## config.mk

```make
export PLATFORM = sky130hd
export DESIGN_NAME = approx_mul_seq_flat
export DESIGN_NICKNAME = d
export VERILOG_FILES = /design/src/rtl/approx_mul_seq_pkg.sv /design/src/rtl/approx_mul_seq_if.sv /design/src/rtl/approx_mul_seq_pp_mask.sv /design/src/rtl/approx_mul_seq.sv /design/src/flat_wrapper.sv
export SDC_FILE = /design/constraint.sdc
export NUM_CORES = 1
export LEC_CHECK = 0
export CAP_MARGIN = 20
export CORE_ASPECT_RATIO = 1.4
export CORE_MARGIN = 3
export CORE_UTILIZATION = 39
export DETAILED_ROUTE_END_ITERATION = 10
export GPL_ROUTABILITY_DRIVEN = 0
export HOLD_SLACK_MARGIN = 0.05
export PLACE_DENSITY = 0.69
export SYNTH_ARGS = -nofsm -noshare
export SYNTH_HDL_FRONTEND = slang
export SYNTH_SLANG_ARGS = --single-unit
```

## constraint.sdc

```tcl
create_clock -name clk -period 12.3 [get_ports clk]
set_input_delay 3.69 -clock clk [delete_from_list [all_inputs] [get_ports clk]]
set_output_delay 3.69 -clock clk [all_outputs]
set_load 0.05 [all_outputs]
```

## src/rtl/approx_mul_seq_pkg.sv

```systemverilog
// Shared encodings and helpers for the sequential approximate multiplier.
package approx_mul_pkg;

    // Operation modes; encoding 3 is reserved and handled as exact.
    typedef enum logic [1:0] {
        MODE_EXACT      = 2'd0,
        MODE_TRUNC      = 2'd1,
        MODE_TRUNC_COMP = 2'd2,
        MODE_RESERVED   = 2'd3
    } mode_e;

    // Controller states.
    typedef enum logic [1:0] {
        IDLE = 2'd0,
        BUSY = 2'd1,
        DONE = 2'd2
    } state_e;

    // Truncation point limited to the highest result column (2W-1).
    function automatic int unsigned clamp_k(input int unsigned k, input int unsigned w);
        int unsigned k_max;
        k_max = 2 * w - 1;
        return (k > k_max) ? k_max : k;
    endfunction

endpackage

```

## src/rtl/approx_mul_seq_if.sv

```systemverilog
// Operand/result handshake bundle for approx_mul_seq.
interface approx_mul_seq_if #(
    parameter int W  = 8,
    parameter int KW = $clog2(2 * W)
);
    logic            in_valid;
    logic            in_ready;
    logic [W-1:0]    in_a;
    logic [W-1:0]    in_b;
    logic [1:0]      in_mode;
    logic [KW-1:0]   in_k;
    logic            out_valid;
    logic            out_ready;
    logic [2*W-1:0]  out_p;

    modport master (
        output in_valid, in_a, in_b, in_mode, in_k, out_ready,
        input  in_ready, out_valid, out_p
    );

    modport slave (
        input  in_valid, in_a, in_b, in_mode, in_k, out_ready,
        output in_ready, out_valid, out_p
    );
endinterface

```

## src/rtl/approx_mul_seq_pp_mask.sv

```systemverilog
// Clears the k lowest columns of a 2W-bit partial product.
module approx_pp_mask #(
    parameter int W  = 8,
    parameter int KW = $clog2(2 * W)
) (
    input  logic [2*W-1:0] pp,
    input  logic [KW-1:0]  k,
    output logic [2*W-1:0] pp_masked
);

    // Keep a column only when it sits at or above the truncation point.
    always_comb begin
        pp_masked = '0;
        for (int i = 0; i < 2 * W; i++) begin
            pp_masked[i] = pp[i] & (i >= int'(k));
        end
    end

endmodule

```

## src/rtl/approx_mul_seq.sv

```systemverilog
// Radix-2 shift-add approximate unsigned multiplier, one partial product
// per cycle, with per-operation column truncation and optional rounding
// compensation on the final accumulation.
module approx_mul_seq
    import approx_mul_pkg::*;
#(
    parameter int W  = 8,
    parameter int KW = $clog2(2 * W)
) (
    input  logic            clk,
    input  logic            rst_n,
    approx_mul_seq_if.slave bus
);

    localparam int PW = 2 * W;
    localparam int CW = (W > 1) ? $clog2(W) : 1;

    state_e          state;
    logic [W-1:0]    a_r;
    logic [W-1:0]    b_r;
    logic [1:0]      mode_r;
    logic [KW-1:0]   k_r;
    logic [CW-1:0]   cnt;
    logic [PW-1:0]   acc;
    logic            out_valid_r;

    logic            accept;
    logic            last;
    logic            trunc_mode;
    logic [KW-1:0]   k_eff;
    logic [PW-1:0]   pp_raw;
    logic [PW-1:0]   pp_masked;
    logic [PW-1:0]   pp_add;
    logic [PW-1:0]   comp_term;
    logic [PW:0]     sum;

    assign bus.in_ready  = (state == IDLE) || (state == DONE && bus.out_ready);
    assign bus.out_valid = out_valid_r;
    assign bus.out_p     = acc;

    assign accept = bus.in_valid && bus.in_ready;
    assign last   = (cnt == CW'(W - 1));

    // Exact and reserved modes run with k forced to zero.
    assign trunc_mode = (bus.in_mode == MODE_TRUNC) || (bus.in_mode == MODE_TRUNC_COMP);
    assign k_eff      = trunc_mode ? KW'(clamp_k(int'(bus.in_k), W)) : '0;

    assign pp_raw = PW'(a_r) << cnt;

    approx_pp_mask #(.W(W), .KW(KW)) u_mask (
        .pp        (pp_raw),
        .k         (k_r),
        .pp_masked (pp_masked)
    );

    // Partial product selection and half-LSB rounding term on the last step.
    always_comb begin
        pp_add    = b_r[cnt] ? pp_masked : '0;
        comp_term = '0;
        if (last && mode_r == MODE_TRUNC_COMP && k_r != '0) begin
            comp_term = PW'(1) << (k_r - 1'b1);
        end
        sum = {1'b0, acc} + {1'b0, pp_add} + {1'b0, comp_term};
    end

    // Controller, operand latches, counter and accumulator.
    always_ff @(posedge clk or negedge rst_n) begin
        if (!rst_n) begin
            state       <= IDLE;
            a_r         <= '0;
            b_r         <= '0;
            mode_r      <= '0;
            k_r         <= '0;
            cnt         <= '0;
            acc         <= '0;
            out_valid_r <= 1'b0;
        end else if (accept) begin
            state       <= BUSY;
            a_r         <= bus.in_a;
            b_r         <= bus.in_b;
            mode_r      <= bus.in_mode;
            k_r         <= k_eff;
            cnt         <= '0;
            acc         <= '0;
            out_valid_r <= 1'b0;
        end else begin
            case (state)
                BUSY: begin
                    acc <= sum[PW-1:0];
                    cnt <= cnt + 1'b1;
                    if (last) begin
                        state       <= DONE;
                        out_valid_r <= 1'b1;
                    end
                end
                DONE: begin
                    if (bus.out_ready) begin
                        state       <= IDLE;
                        out_valid_r <= 1'b0;
                    end
                end
                default: ;
            endcase
        end
    end

    // The masked sum plus compensation always fits in 2W bits.
    assert property (@(posedge clk) disable iff (!rst_n) (state == BUSY) |-> !sum[PW]);

endmodule

```

## src/flat_wrapper.sv

```systemverilog
// flat-port wrapper written by rule: the top's interface ports become plain ports
module approx_mul_seq_flat import approx_mul_pkg::*;
#(
    parameter int W  = 8,
    parameter int KW = $clog2(2 * W)
)
  (clk, rst_n, bus_in_valid, bus_in_a, bus_in_b, bus_in_mode, bus_in_k, bus_out_ready, bus_in_ready, bus_out_valid, bus_out_p);
  approx_mul_seq_if #(.W(W), .KW(KW)) bus_i ();
  input  logic clk;
  input  logic rst_n;
  input wire logic [$bits(bus_i.in_valid)-1:0] bus_in_valid;
  input wire logic [$bits(bus_i.in_a)-1:0] bus_in_a;
  input wire logic [$bits(bus_i.in_b)-1:0] bus_in_b;
  input wire logic [$bits(bus_i.in_mode)-1:0] bus_in_mode;
  input wire logic [$bits(bus_i.in_k)-1:0] bus_in_k;
  input wire logic [$bits(bus_i.out_ready)-1:0] bus_out_ready;
  output wire logic [$bits(bus_i.in_ready)-1:0] bus_in_ready;
  output wire logic [$bits(bus_i.out_valid)-1:0] bus_out_valid;
  output wire logic [$bits(bus_i.out_p)-1:0] bus_out_p;
  assign bus_i.in_valid = bus_in_valid;
  assign bus_i.in_a = bus_in_a;
  assign bus_i.in_b = bus_in_b;
  assign bus_i.in_mode = bus_in_mode;
  assign bus_i.in_k = bus_in_k;
  assign bus_i.out_ready = bus_out_ready;
  assign bus_in_ready = bus_i.in_ready;
  assign bus_out_valid = bus_i.out_valid;
  assign bus_out_p = bus_i.out_p;
  approx_mul_seq #(.W(W), .KW(KW)) u_core (.clk(clk), .rst_n(rst_n), .bus(bus_i));
endmodule
```

==> impl_metrics.ini <==
[cts]
clock_sinks = 43
cts_resized = 0
worstSkewPairLatency_ps = 290
numCtsBuffers = 5
root_buffer = clkbuf_16
cts_buffer_depth = 2
htreeDepth = 2
clk_pin_slew_ps = 60
cts_tree = done
postCtsHoldBufs = 0
post_cts_buffers = 0

[die]
die-height_um = 119
die_w_um = 86.9
start_util_pct = 40.8
io_pins = 44
dieArea_mm2 = 0.0104
design.core.area_mm2 = 0.00876
num_rows = 40

[layout]
final-seq-area_mm2 = 0.00108
multiInputGateArea_mm2 = 0.00222
antennaDiodeCount = 0
final_cell_area_mm2 = 0.00423
layout_common_cells = nand2_1, inv_1, dfrtp_1, clkdlybuf4s50_1, nor2_1
layout-drive-gt1-share_pct = 4.08
syn_to_final_growth_pct = 18.5
fillers = 869
nets = 528
final_common_cell = nand2_1

[route]
drtIter0Drc = 141
wl_mm = 8.22
detail-route-antenna-nets = 0
wl_per_cell_um = 14.4
vias = 3022
firstDrtPassIters = 5
drc = 0
vias_per_cell = 5.29

[power]
ir_worst_vdd_mv = 0.103
power_leakage_nw = 2.09
power.density_mw_per_mm2 = 245

[flow_run]
cap_violations = 0

[setup_path]
start_kind = input pin
required_ps = 8610
criticalPathCategory = in2out
cp.arrival_ps = 5140
endpoint_kind = output pin
cp_max_fo = 3

[synthesis]
async_reset_ff_share_pct = 100
syn_inst = 434
synth-simple-area-share_pct = 21.3
syn_area_mm2 = 0.00357
synth-main-ff-cell = dfrtp_1
syn_nets = 497
synth_adder_area_share_pct = 16.3
ys_ff_latch = 43
synth-seq-area-share_pct = 30.1
synth_compound_area_share_pct = 15.5
synthXorXnorAreaFrac_pct = 2.94
postSynthAreaPerCell_um2 = 8.23
synth_top_family_by_area = simple AND/OR/NAND/NOR gates
synth.distinct_cells = 51
yosys_warnings = 0
synth-edff-count = 0
synthMuxAreaShare_pct = 6.20

[timing]
finalMaxSlewViolations = 0
min_period_ps = 8830
finalSetupViolCount = 0
hold_violations = 0
fin_skew_ps = 3.85
tns_ps = 0
rsz0062_at_grt = false
tightest_slew_ps = 1020
fmax_mhz = 113
relSlewSlack_pct = 31.9
min_period_over_period_pct = 71.8

[global_routing]
grt_max_degree = 44
grt_pass1_wl_mm = 14.0
grt_usage_pct = 16.7
grt_overflow = 0
grt_use_met3_pct = 2.42
globalRouteMet1Util_pct = 19.9
grt_pass1_vias = 2954
busiest_layer = met2
grt_antenna_before_repair = 0
grt.met2_usage_pct = 29.9

[hold_path]
hold_path.class = reg2reg

[placed_design]
place_hpwl_mm = 6.17
dpl_cell_area_mm2 = 0.00406
port_buffers = 43

[run_status]
outcome = finished, final reports clean
stage by stage:
step | hold slack (ps) | total power, mW | setup WS [ps] | instances | utilization, %
global route | 507 | 1.13 | 3420 | 571 | 48.3
finish | 469 | 1.04 | 3470 | 571 | 48.3
floorplan | 438 | 0.728 | 4530 | 434 | -
CTS | 475 | 1.04 | 3470 | 571 | 48.3
detailed placement | 458 | 0.878 | 3470 | 563 | 46.4
global placement | 454 | 0.864 | 3500 | 563 | 46.4
registers in the layout, indices dropped and copies added, names as in the netlist:
signal and cells:
u_core.state 1, u_core.bus.out_valid 1, u_core.k_r 4, u_core.bus.out_p 16
u_core.cnt 3, u_core.mode_r 2, u_core.a_r 8, u_core.b_r 8
final timing paths:
path                                            from                               end  slack [ps]  cells after the start
min in group asynchronous                      rst_n   u_core.bus.out_p[6]$_DFFE_PN0P_        3540                      1
max reg2reg                u_core.cnt[0]$_DFFE_PN0P_  u_core.bus.out_p[15]$_DFFE_PN0P_        7030                     16
min                        u_core.b_r[7]$_DFFE_PN0P_         u_core.b_r[7]$_DFFE_PN0P_         470                      2
max in group asynchronous                      rst_n   u_core.bus.out_p[9]$_DFFE_PN0P_        8140                      1
max                                    bus_out_ready                      bus_in_ready        3470                      3
min reg2reg                u_core.b_r[7]$_DFFE_PN0P_         u_core.b_r[7]$_DFFE_PN0P_         470                      2
layout make-up:
| class | instances | share of cell area [%] |
|---|---|---|
| clock buffers | 5 | 2.96 |
| clock inverters | 3 | 1.12 |
| inverters | 52 | 4.61 |
| multi-input cells | 319 | 52.6 |
| flip-flops and latches | 43 | 25.4 |
| well taps | 105 | 3.10 |
| repair buffers | 44 | 10.2 |
cells by family (layout without fill, tap and decap cells):
group / Yosys count / in the layout
AOI/OAI and AO/OA: 83 / 83
xor gates and xnor gates: 12 / 12
adders and majority gates: 37 / 37
buffers and inverters: 72 / 104
DFF: 43 / 43
muxes: 18 / 18
and+or+nand+nor: 169 / 169
worst max-delay path: stages:
cell,delay (ps)
clkdlybuf4s50_1,500
a21o_1,150
clkdlybuf4s50_1,800
power by group:
| group | leakage [nW] | internal (mW) | switching (mW) |
|---|---|---|---|
| combinational | 1.45 | 0.231 | 0.365 |
| sequential | 0.552 | 0.201 | 0.0826 |
| clock | 0.0844 | 0.0969 | 0.0599 |
layer usage:
layer  vias to the layer above  routed length, µm
met5                         -                  0
met4                         0                181
met3                        14                230
met2                        54               4470
met1                      1443               3350
li1                       1511                  -
cells in the mapped netlist (4+ instances only):
cell type / count / area share (%)
buf_1: 4 / 0.42
a211oi_1: 7 / 1.5
nor2b_1: 4 / 0.70
o21ai_0: 14 / 2.0
inv_1: 51 / 5.4
nand2b_1: 6 / 1.1
nand2_1: 95 / 10
ha_1: 21 / 7.4
xor2_1: 7 / 1.7
o2111ai_1: 6 / 1.5
o21ai_1: 6 / 0.84
xnor2_1: 5 / 1.2
clkbuf_1: 15 / 1.6
a21oi_1: 18 / 2.5
nor2_1: 24 / 2.5
dfrtp_1: 43 / 30
nand3_1: 17 / 2.4
fa_1: 16 / 9.0
a21o_1: 10 / 2.1
mux2i_1: 12 / 3.4
(Power assumes the default switching activity.)
